**src/rtl/riscv_pkg.sv**
```systemverilog
// riscv_pkg: shared fetch constants (XLEN, NOP encoding) and the {pc, instr, misaligned} fetch entry layout
package riscv_pkg;
  localparam int XLEN = 32;
  localparam logic [XLEN-1:0] INSTR_NOP = 32'h0000_0013;
  typedef struct packed {
    logic [XLEN-1:0] pc;
    logic [XLEN-1:0] instr;
    logic            misaligned;
  } fetch_entry_t;
endpackage

```
**src/rtl/fetch_fifo.sv**
```systemverilog
// fetch_fifo: sync FIFO; in clk, rst, clear_i, push_i, pop_i, data_i; out data_o (head), full_o, empty_o, count_o
module fetch_fifo #(
  parameter int WIDTH = 32,
  parameter int DEPTH = 2
) (
  input  logic                     clk,
  input  logic                     rst,
  input  logic                     clear_i,
  input  logic                     push_i,
  input  logic                     pop_i,
  input  logic [WIDTH-1:0]         data_i,
  output logic [WIDTH-1:0]         data_o,
  output logic                     full_o,
  output logic                     empty_o,
  output logic [$clog2(DEPTH):0]   count_o
);
  localparam int AW = $clog2(DEPTH);
  logic [WIDTH-1:0] mem_q [DEPTH];
  logic [AW-1:0]    rd_q, wr_q;
  logic [AW:0]      cnt_q;
  always_ff @(posedge clk) begin
    if (rst || clear_i) begin
      rd_q  <= '0;
      wr_q  <= '0;
      cnt_q <= '0;
    end else begin
      rd_q  <= rd_q + AW'(pop_i);
      wr_q  <= wr_q + AW'(push_i);
      cnt_q <= cnt_q + (AW+1)'(push_i) - (AW+1)'(pop_i);
    end
  end
  always_ff @(posedge clk) begin
    if (push_i) mem_q[wr_q] <= data_i;
  end
  assign data_o  = mem_q[rd_q];
  assign full_o  = cnt_q == (AW+1)'(DEPTH);
  assign empty_o = cnt_q == '0;
  assign count_o = cnt_q;
endmodule

```
**src/rtl/instr_fetch.sv**
```systemverilog
// instr_fetch: credit-limited imem fetch with pc-tag queue and decode buffer; PC/flush/imem/decode handshakes
module instr_fetch
  import riscv_pkg::*;
#(
  parameter int XLEN  = riscv_pkg::XLEN,
  parameter int DEPTH = 2
) (
  input  logic            clk,
  input  logic            reset,
  input  logic [XLEN-1:0] fetch_addr,
  output logic            pc_advance,
  input  logic            flush,
  output logic            imem_req_valid,
  input  logic            imem_req_ready,
  output logic [XLEN-1:0] imem_req_addr,
  input  logic            imem_rvalid,
  input  logic [XLEN-1:0] imem_rdata,
  output logic            id_valid,
  input  logic            id_ready,
  output logic [XLEN-1:0] id_instr,
  output logic [XLEN-1:0] id_pc,
  output logic            id_misaligned
);
  localparam int CW = $clog2(DEPTH) + 1;
  localparam int EW = 2 * XLEN + 1;
  logic [CW-1:0]   out_q, out_d, drop_q, drop_d, buf_cnt, tag_cnt;
  logic [XLEN-1:0] tag_head;
  logic [EW-1:0]   buf_in, buf_head;
  logic            credit_ok, misaligned, req_fire, mis_go, resp_ok, buf_pop;
  logic            tag_full, tag_empty, buf_full, buf_empty;
  logic            unused_flags;
  assign credit_ok      = (out_q + buf_cnt) < CW'(DEPTH);
  assign misaligned     = fetch_addr[1:0] != 2'b00;
  assign imem_req_valid = !reset && !flush && credit_ok && !misaligned;
  assign imem_req_addr  = fetch_addr;
  assign req_fire       = imem_req_valid && imem_req_ready;
  // misaligned entries bypass memory, so they wait for older requests to drain to keep order
  assign mis_go         = !reset && !flush && credit_ok && misaligned && out_q == '0;
  assign pc_advance     = req_fire || mis_go;
  assign resp_ok        = imem_rvalid && drop_q == '0;
  assign buf_in         = mis_go ? {fetch_addr, {XLEN{1'b0}}, 1'b1} : {tag_head, imem_rdata, 1'b0};
  assign id_valid       = !reset && !buf_empty;
  assign buf_pop        = id_valid && id_ready;
  assign {id_pc, id_instr, id_misaligned} = buf_head;
  assign unused_flags   = ^{tag_full, tag_empty, buf_full, tag_cnt};
  // on flush every request still in flight becomes a response to discard
  always_comb begin
    out_d  = flush ? '0 : out_q + CW'(req_fire) - CW'(resp_ok);
    drop_d = flush ? drop_q + out_q - CW'(imem_rvalid) : drop_q - CW'(imem_rvalid && drop_q != '0);
  end
  always_ff @(posedge clk) begin
    if (reset) begin
      out_q  <= '0;
      drop_q <= '0;
    end else begin
      out_q  <= out_d;
      drop_q <= drop_d;
    end
  end
  fetch_fifo #(.WIDTH(XLEN), .DEPTH(DEPTH)) u_tag (
    .clk     (clk),
    .rst     (reset),
    .clear_i (flush),
    .push_i  (req_fire),
    .pop_i   (resp_ok),
    .data_i  (fetch_addr),
    .data_o  (tag_head),
    .full_o  (tag_full),
    .empty_o (tag_empty),
    .count_o (tag_cnt)
  );
  fetch_fifo #(.WIDTH(EW), .DEPTH(DEPTH)) u_buf (
    .clk     (clk),
    .rst     (reset),
    .clear_i (flush),
    .push_i  (resp_ok || mis_go),
    .pop_i   (buf_pop),
    .data_i  (buf_in),
    .data_o  (buf_head),
    .full_o  (buf_full),
    .empty_o (buf_empty),
    .count_o (buf_cnt)
  );
endmodule
```
**config.mk**
```make
export PLATFORM = sky130hd
export DESIGN_NAME = instr_fetch
export DESIGN_NICKNAME = d
export VERILOG_FILES = /design/src/rtl/riscv_pkg.sv /design/src/rtl/fetch_fifo.sv /design/src/rtl/instr_fetch.sv
export SDC_FILE = /design/constraint.sdc
export NUM_CORES = 1
export LEC_CHECK = 0
export CORE_ASPECT_RATIO = 0.7
export CORE_MARGIN = 5
export CORE_UTILIZATION = 30
export CTS_CLUSTER_DIAMETER = 200
export CTS_CLUSTER_SIZE = 16
export DETAILED_ROUTE_END_ITERATION = 16
export GPL_TIMING_DRIVEN = 0
export SLEW_MARGIN = 20
export SYNTH_ARGS = -nofsm -noshare
export SYNTH_HDL_FRONTEND = slang
export SYNTH_SLANG_ARGS = --single-unit
```
**constraint.sdc**
```tcl
create_clock -name clk -period 6.1 [get_ports clk]
set_input_delay 0.61 -clock clk [delete_from_list [all_inputs] [get_ports clk]]
set_output_delay 0.61 -clock clk [all_outputs]
set_load 0.005 [all_outputs]
```
== Yosys cells after proc, flatten, opt, wreduce, memory -nomap -nowiden ==
Memory sizes are Yosys's and may differ from the RTL's. A register that Yosys moved wholly into a read port is not among the register bits.
Cells that the tools add are included.

* Register bits: 10
* Bits in latches: 0
* Bits in writable memories: 194
* ROM bits: 0
* Input port bits: 70
* Output and inout port bits: 100
* Word-level logic and storage cells: 53
* Memories: 2

{| class="wikitable"
|+ Memory list
! name !! words !! bits a word !! rd ports !! clocked after Yosys merged registers in !! wr ports !! line !! RTL
|-
| u_buf.mem_q || 2 || 65 || 1 || 1 || 1 || fetch_fifo.sv:18 || <nowiki>logic [WIDTH-1:0] mem_q [DEPTH];</nowiki>
|-
| u_tag.mem_q || 2 || 32 || 1 || 1 || 1 || fetch_fifo.sv:18 ||
|}

* $add $sub $neg: 12
* Multipliers: 0
* Divide/modulo/power cells: 0
* Magnitude comparators: 1
* Equal/unequal tests: 0
* Shift-type cells: 0
* Mux-type cells: 8
* Bitwise logic cells: 0
* Reductions and logical operators: 23

{| class="wikitable"
|+ Operators by type and width
! cell !! number
|-
| $mux 65 || 1
|-
| $logic_and 1x1->1 || 10
|-
| $sub 2x1->2 || 4
|-
| $logic_not 2->1 || 3
|-
| $mux 1 || 6
|-
| $add 1x1->1 || 4
|-
| $add 2x1->2 || 2
|-
| $add 2x2->2 || 2
|-
| $logic_not 1->1 || 4
|-
| $reduce_bool 2->1 || 2
|-
| $logic_or 1x1->1 || 3
|-
| $lt 2x2->1 const B || 1
|-
| $mux 2 || 1
|-
| $reduce_or 2->1 || 1
|}

== Logic depth before layout (Yosys ltp) ==
* Depth in word-level cells: 8
* Gate-level depth with buffers: 11
* Gate-level depth less buffers: 10

== Cells and area by module ==
Synthesis repeated with hierarchy kept, for this count alone.

* Cells, all modules: 499
* Area, all modules: 9042.4 µm²

{| class="wikitable"
|+ By module, submodules not included
! module !! times used !! cells each !! area each (µm²) !! sequential area each (µm²)
|-
| fetch_fifo (u_buf) || 1 || 221 || 5074.9 || 3983.8
|-
| fetch_fifo (u_tag) || 1 || 119 || 2677.6 || 2001.9
|-
| instr_fetch || 1 || 159 || 1290.0 || 80.1
|}

== Least setup slack after synthesis ==
Ideal clock, no wire load.

* Kind: input to register
* Start point: input reset
* End point: memory u_buf.mem_q[1][0] (netlist bit) (enable)
* Setup time: 0.430 ns
* Arrival time: 3.024 ns
* Data required time: 5.670 ns
* Path slack: 2.646 ns
* Cell stages on the path: 6
* Cells stage by stage: clkbuf_1 -> nor2_2 -> nand4b_4 -> inv_1 -> or2_2 -> ha_1

* Word-level cells in the longest chain between the ends: 8

{| class="wikitable"
|+ RTL lines
! element !! line !! RTL
|-
| start, declared || instr_fetch.sv:9 || <nowiki>input logic reset,</nowiki>
|-
| $logic_not 1->1 || instr_fetch.sv:38 || <nowiki>assign mis_go = !reset && !flush && credit_ok && misaligned && out_q == '0;</nowiki>
|-
| $logic_and 1x1->1 (4 in series) || instr_fetch.sv:38 ||
|-
| $logic_or 1x1->1 || instr_fetch.sv:76 || <nowiki>.push_i (resp_ok || mis_go),</nowiki>
|-
| $mux 1 || fetch_fifo.sv:33 || <nowiki>if (push_i) mem_q[wr_q] <= data_i;</nowiki>
|-
| $mux 1 (not written as such) || fetch_fifo.sv:33 ||
|-
| end, declared || fetch_fifo.sv:18 ||
|}

Every way passes these cells.

==> out/qor.csv <==
stage,metric,value,unit
timing,Final setup viols,0,
timing,Min Hold Slack,488,ps
final_layout,fin area,11400,µm²
timing,TNS Setup,0,ps
cts,Root Buffer,clkbuf_16,
grt,gr usage total,0.111,
final_layout,share of cells above drive strength 1,0.288,
synth,Post-Syn Nets,572,
cts,total setup buffers inserted after CTS,0,
placed_design,Port Buffers,167,
worst_setup_path,crit end category,output port,
synth,Post-Synth XOR/XNOR Area,0.00824,
synth,post-synth cell types,36,
placed_design,hpwl dp,12600,µm
synth,Simple-Gate Fraction of Synth Area,0.0509,
worst_setup_path,crit-path max cell delay,510,ps
synth,combinational family with the most area after synthesis,multiplexers,
worst_setup_path,Buf/Inv on CP,3,
cts,"Reg clk slew, reported paths",70,ps
detailed_routing,wire per inst,17.5,µm
worst_setup_path,"Max FO, Critical Path",10,
detailed_routing,initial drt markers,172,
synth,cell area after synthesis,8660,µm²
run_status,status,completed,
synth,"Seq/Total Area, Yosys",0.696,
synth,number of synthesized flops with an enable pin,194,
grt,initial antenna violation count,0,
timing,Tmin final,3250,ps
placed_design,GPL Wtd Cong,0.677,
synth,mux share of post-synthesis cell area,0.177,
cts,clock buffer depth,3,
final_layout,Reg area,6030,µm²
synth,Seq cells post-synth,204,
synth,YS warnings,0,
power_and_ir_drop,pwr dens,291,nW/µm²
worst_setup_path,worst path required time,5490,ps
die,die area,32400,µm²
final_layout,diodes inserted,0,
worst_setup_path,"Largest delay share family, worst path",buffers and inverters,
cts,Inserted Clock Buffers,16,
detailed_routing,via density per instance,4.27,
cts,clock latency on the worst-skew pair,470,ps
synth,adder-cell area share of the yosys netlist,0.0159,
die,Core Rows,52,
final_layout,layout net count,761,
power_and_ir_drop,Leak Pwr,3.97,nW
die,num ports,170,
timing,Slew Limit Headroom,0.256,
placed_design,Post-DP Area,10900,µm²
synth,"Top FF cell, synth",edfxtp_1,
detailed_routing,DR vias,4560,
die,Initial Utilization,0.302,
die,die height,152,µm
detailed_routing,Pre-antenna DRT Iters,5,
final_layout,"leading cell type in the layout, fill and taps excluded",edfxtp_1,
worst_setup_path,crit-path cells,clkbuf_1 -> buf_2 -> mux2_2 -> clkdlybuf4s50_1,
timing,Slew @ Worst Pin,1120,ps
detailed_routing,ANT nets after route,0,
final_layout,"commonest cells after routing, fill and taps aside","194 x edfxtp_1, 167 x clkdlybuf4s50_1, 97 x mux2_2",
synth,Post-synth ARST share,0,
job,Max-Cap Viols,0,
synth,complex-gate fraction of the synthesized area,0.00723,
timing,final hold viol count,0,
timing,Fmax,308,MHz
cts,# hold bufs at CTS,0,
cts,Sink Count,204,
grt,grt total ovfl,0,
grt,largest net degree at the start of global routing,45,
detailed_routing,Routed WL,18700,µm
cts,CTS tree,built,
worst_setup_path,startpoint types,register,
synth,mean post-synth cell area,17.6,µm²
die,Die W,213,µm
grt,first-pass GRT wire length,28200,µm
final_layout,Syn-to-layout area delta,32.1,%
min_path,Hold WC Path Type,input port to register,
cts,post_cts resized,0,
worst_setup_path,CP max-delay cell,clkbuf_1,
final_layout,fill count,2660,
final_layout,area taken by multi-input logic gates,2270,µm²
timing,Max Transition Viols Final,0,
detailed_routing,Post-route DRC,0,
worst_setup_path,CP arrival,2640,ps
power_and_ir_drop,maximum vdd drop,162,µV
timing,Final Cycle Share,0.533,
cts,H-tree Lvls,1,
timing,Layout Skew,9.49,ps
final_layout,fin util,0.398,
synth,Synth Instances,491,
worst_setup_path,Setup CP Type,register to output port,
grt,number of global-route vias before repair,4724,
die,core footprint,28700,µm²
timing,RSZ-0062 raised after global routing,false,
## cells by family (layout without fill, tap and decap cells)
family / after synthesis / count (layout)
compound gates: 11 / 11
flops: 204 / 204
buf+inv: 62 / 261
mux: 127 / 127
xor+xnor: 6 / 6
fa+ha+maj: 11 / 11
simple gates: 70 / 70
## where the power goes
group | internal (mW) | total [mW] | leakage, nW | switching (mW)
sequential | 1.67 | 1.70 | 1.88 | 0.0256
clock | 0.562 | 1.04 | 0.235 | 0.477
combinational | 0.346 | 0.593 | 1.85 | 0.247
total | 2.58 | 3.33 | 3.97 | 0.749
## metal layers
metal  wire (µm)  GRT usage  vias up  part of all wire
met4         302     0.0186        0             0.016
met5           0          0        -                 0
met2        8210      0.172      127              0.44
li1            -          -     2190                 -
met3        1260     0.0280       20             0.067
met1        8960      0.161     2223              0.48
## synthesized netlist by cell type (2+ instances only)
cell / instances / area, µm²
o21ai_0: 5 / 25.0
xnor2_1: 2 / 17.5
or3_1: 2 / 12.5
nor2_1: 11 / 41.3
mux2i_1: 2 / 20.0
nor4b_1: 2 / 17.5
inv_1: 9 / 33.8
mux2_2: 97 / 1090
nand2_1: 2 / 7.51
buf_6: 3 / 33.8
or2_2: 2 / 12.5
nor3_1: 3 / 15.0
buf_2: 5 / 25.0
ha_1: 11 / 138
xor2_1: 3 / 26.3
nor2_2: 2 / 12.5
nand4_1: 2 / 12.5
buf_1: 2 / 7.51
nor4bb_1: 2 / 20.0
and2_1: 36 / 225
buf_4: 33 / 248
clkbuf_1: 10 / 37.5
dfxtp_1: 10 / 200
mux2_4: 28 / 420
a21oi_1: 3 / 15.0
edfxtp_1: 194 / 5830
## stage by stage
| step | worst slack [ps] | total power, mW | cells |
|---|---|---|---|
| global route | 2650 | 3.48 | 1068 |
| detailed placement | 2730 | 2.34 | 1040 |
| finish | 2850 | 3.33 | 1068 |
| CTS | 2690 | 3.39 | 1068 |
| floorplan | 2650 | 2.01 | 491 |
| global placement | 692 | 2.32 | 1036 |
## sequential cells by signal, indices dropped and copies added, names as in the netlist
name / cells
u_buf.count_o: 2
drop_q: 2
out_q: 2
u_tag.wr_q: 1
u_buf.rd_q: 1
u_buf.mem_q: 130
u_tag.rd_q: 1
u_buf.wr_q: 1
u_tag.mem_q: 64
## area by class of cell
cell class / instances / share of cell area
Sequential cell: 204 / 0.527
Multi-Input combinational cell: 225 / 0.199
Timing Repair Buffer: 171 / 0.156
Tap cell: 378 / 0.0414
Clock buffer: 27 / 0.0405
Buffer: 53 / 0.0308
Inverter: 9 / 0.00295
Clock inverter: 1 / 0.00263
## final timing paths
| check | slack (ps) | from | cells after the start | end |
|---|---|---|---|---|
| setup reg to reg | 3540 | out_q[1]$_SDFF_PP0_ | 7 | u_buf.mem_q[1][41]$_DFFE_PP_ |
| hold / removal | 490 | reset | 2 | drop_q[0]$_SDFF_PP0_ |
| setup / recovery | 2850 | u_buf.rd_q$_SDFF_PP0_ | 4 | id_pc[3] |
| hold reg to reg | 590 | u_tag.wr_q$_SDFF_PP0_ | 3 | u_tag.wr_q$_SDFF_PP0_ |
No activity file was read; power rests on OpenSTA's default activity.
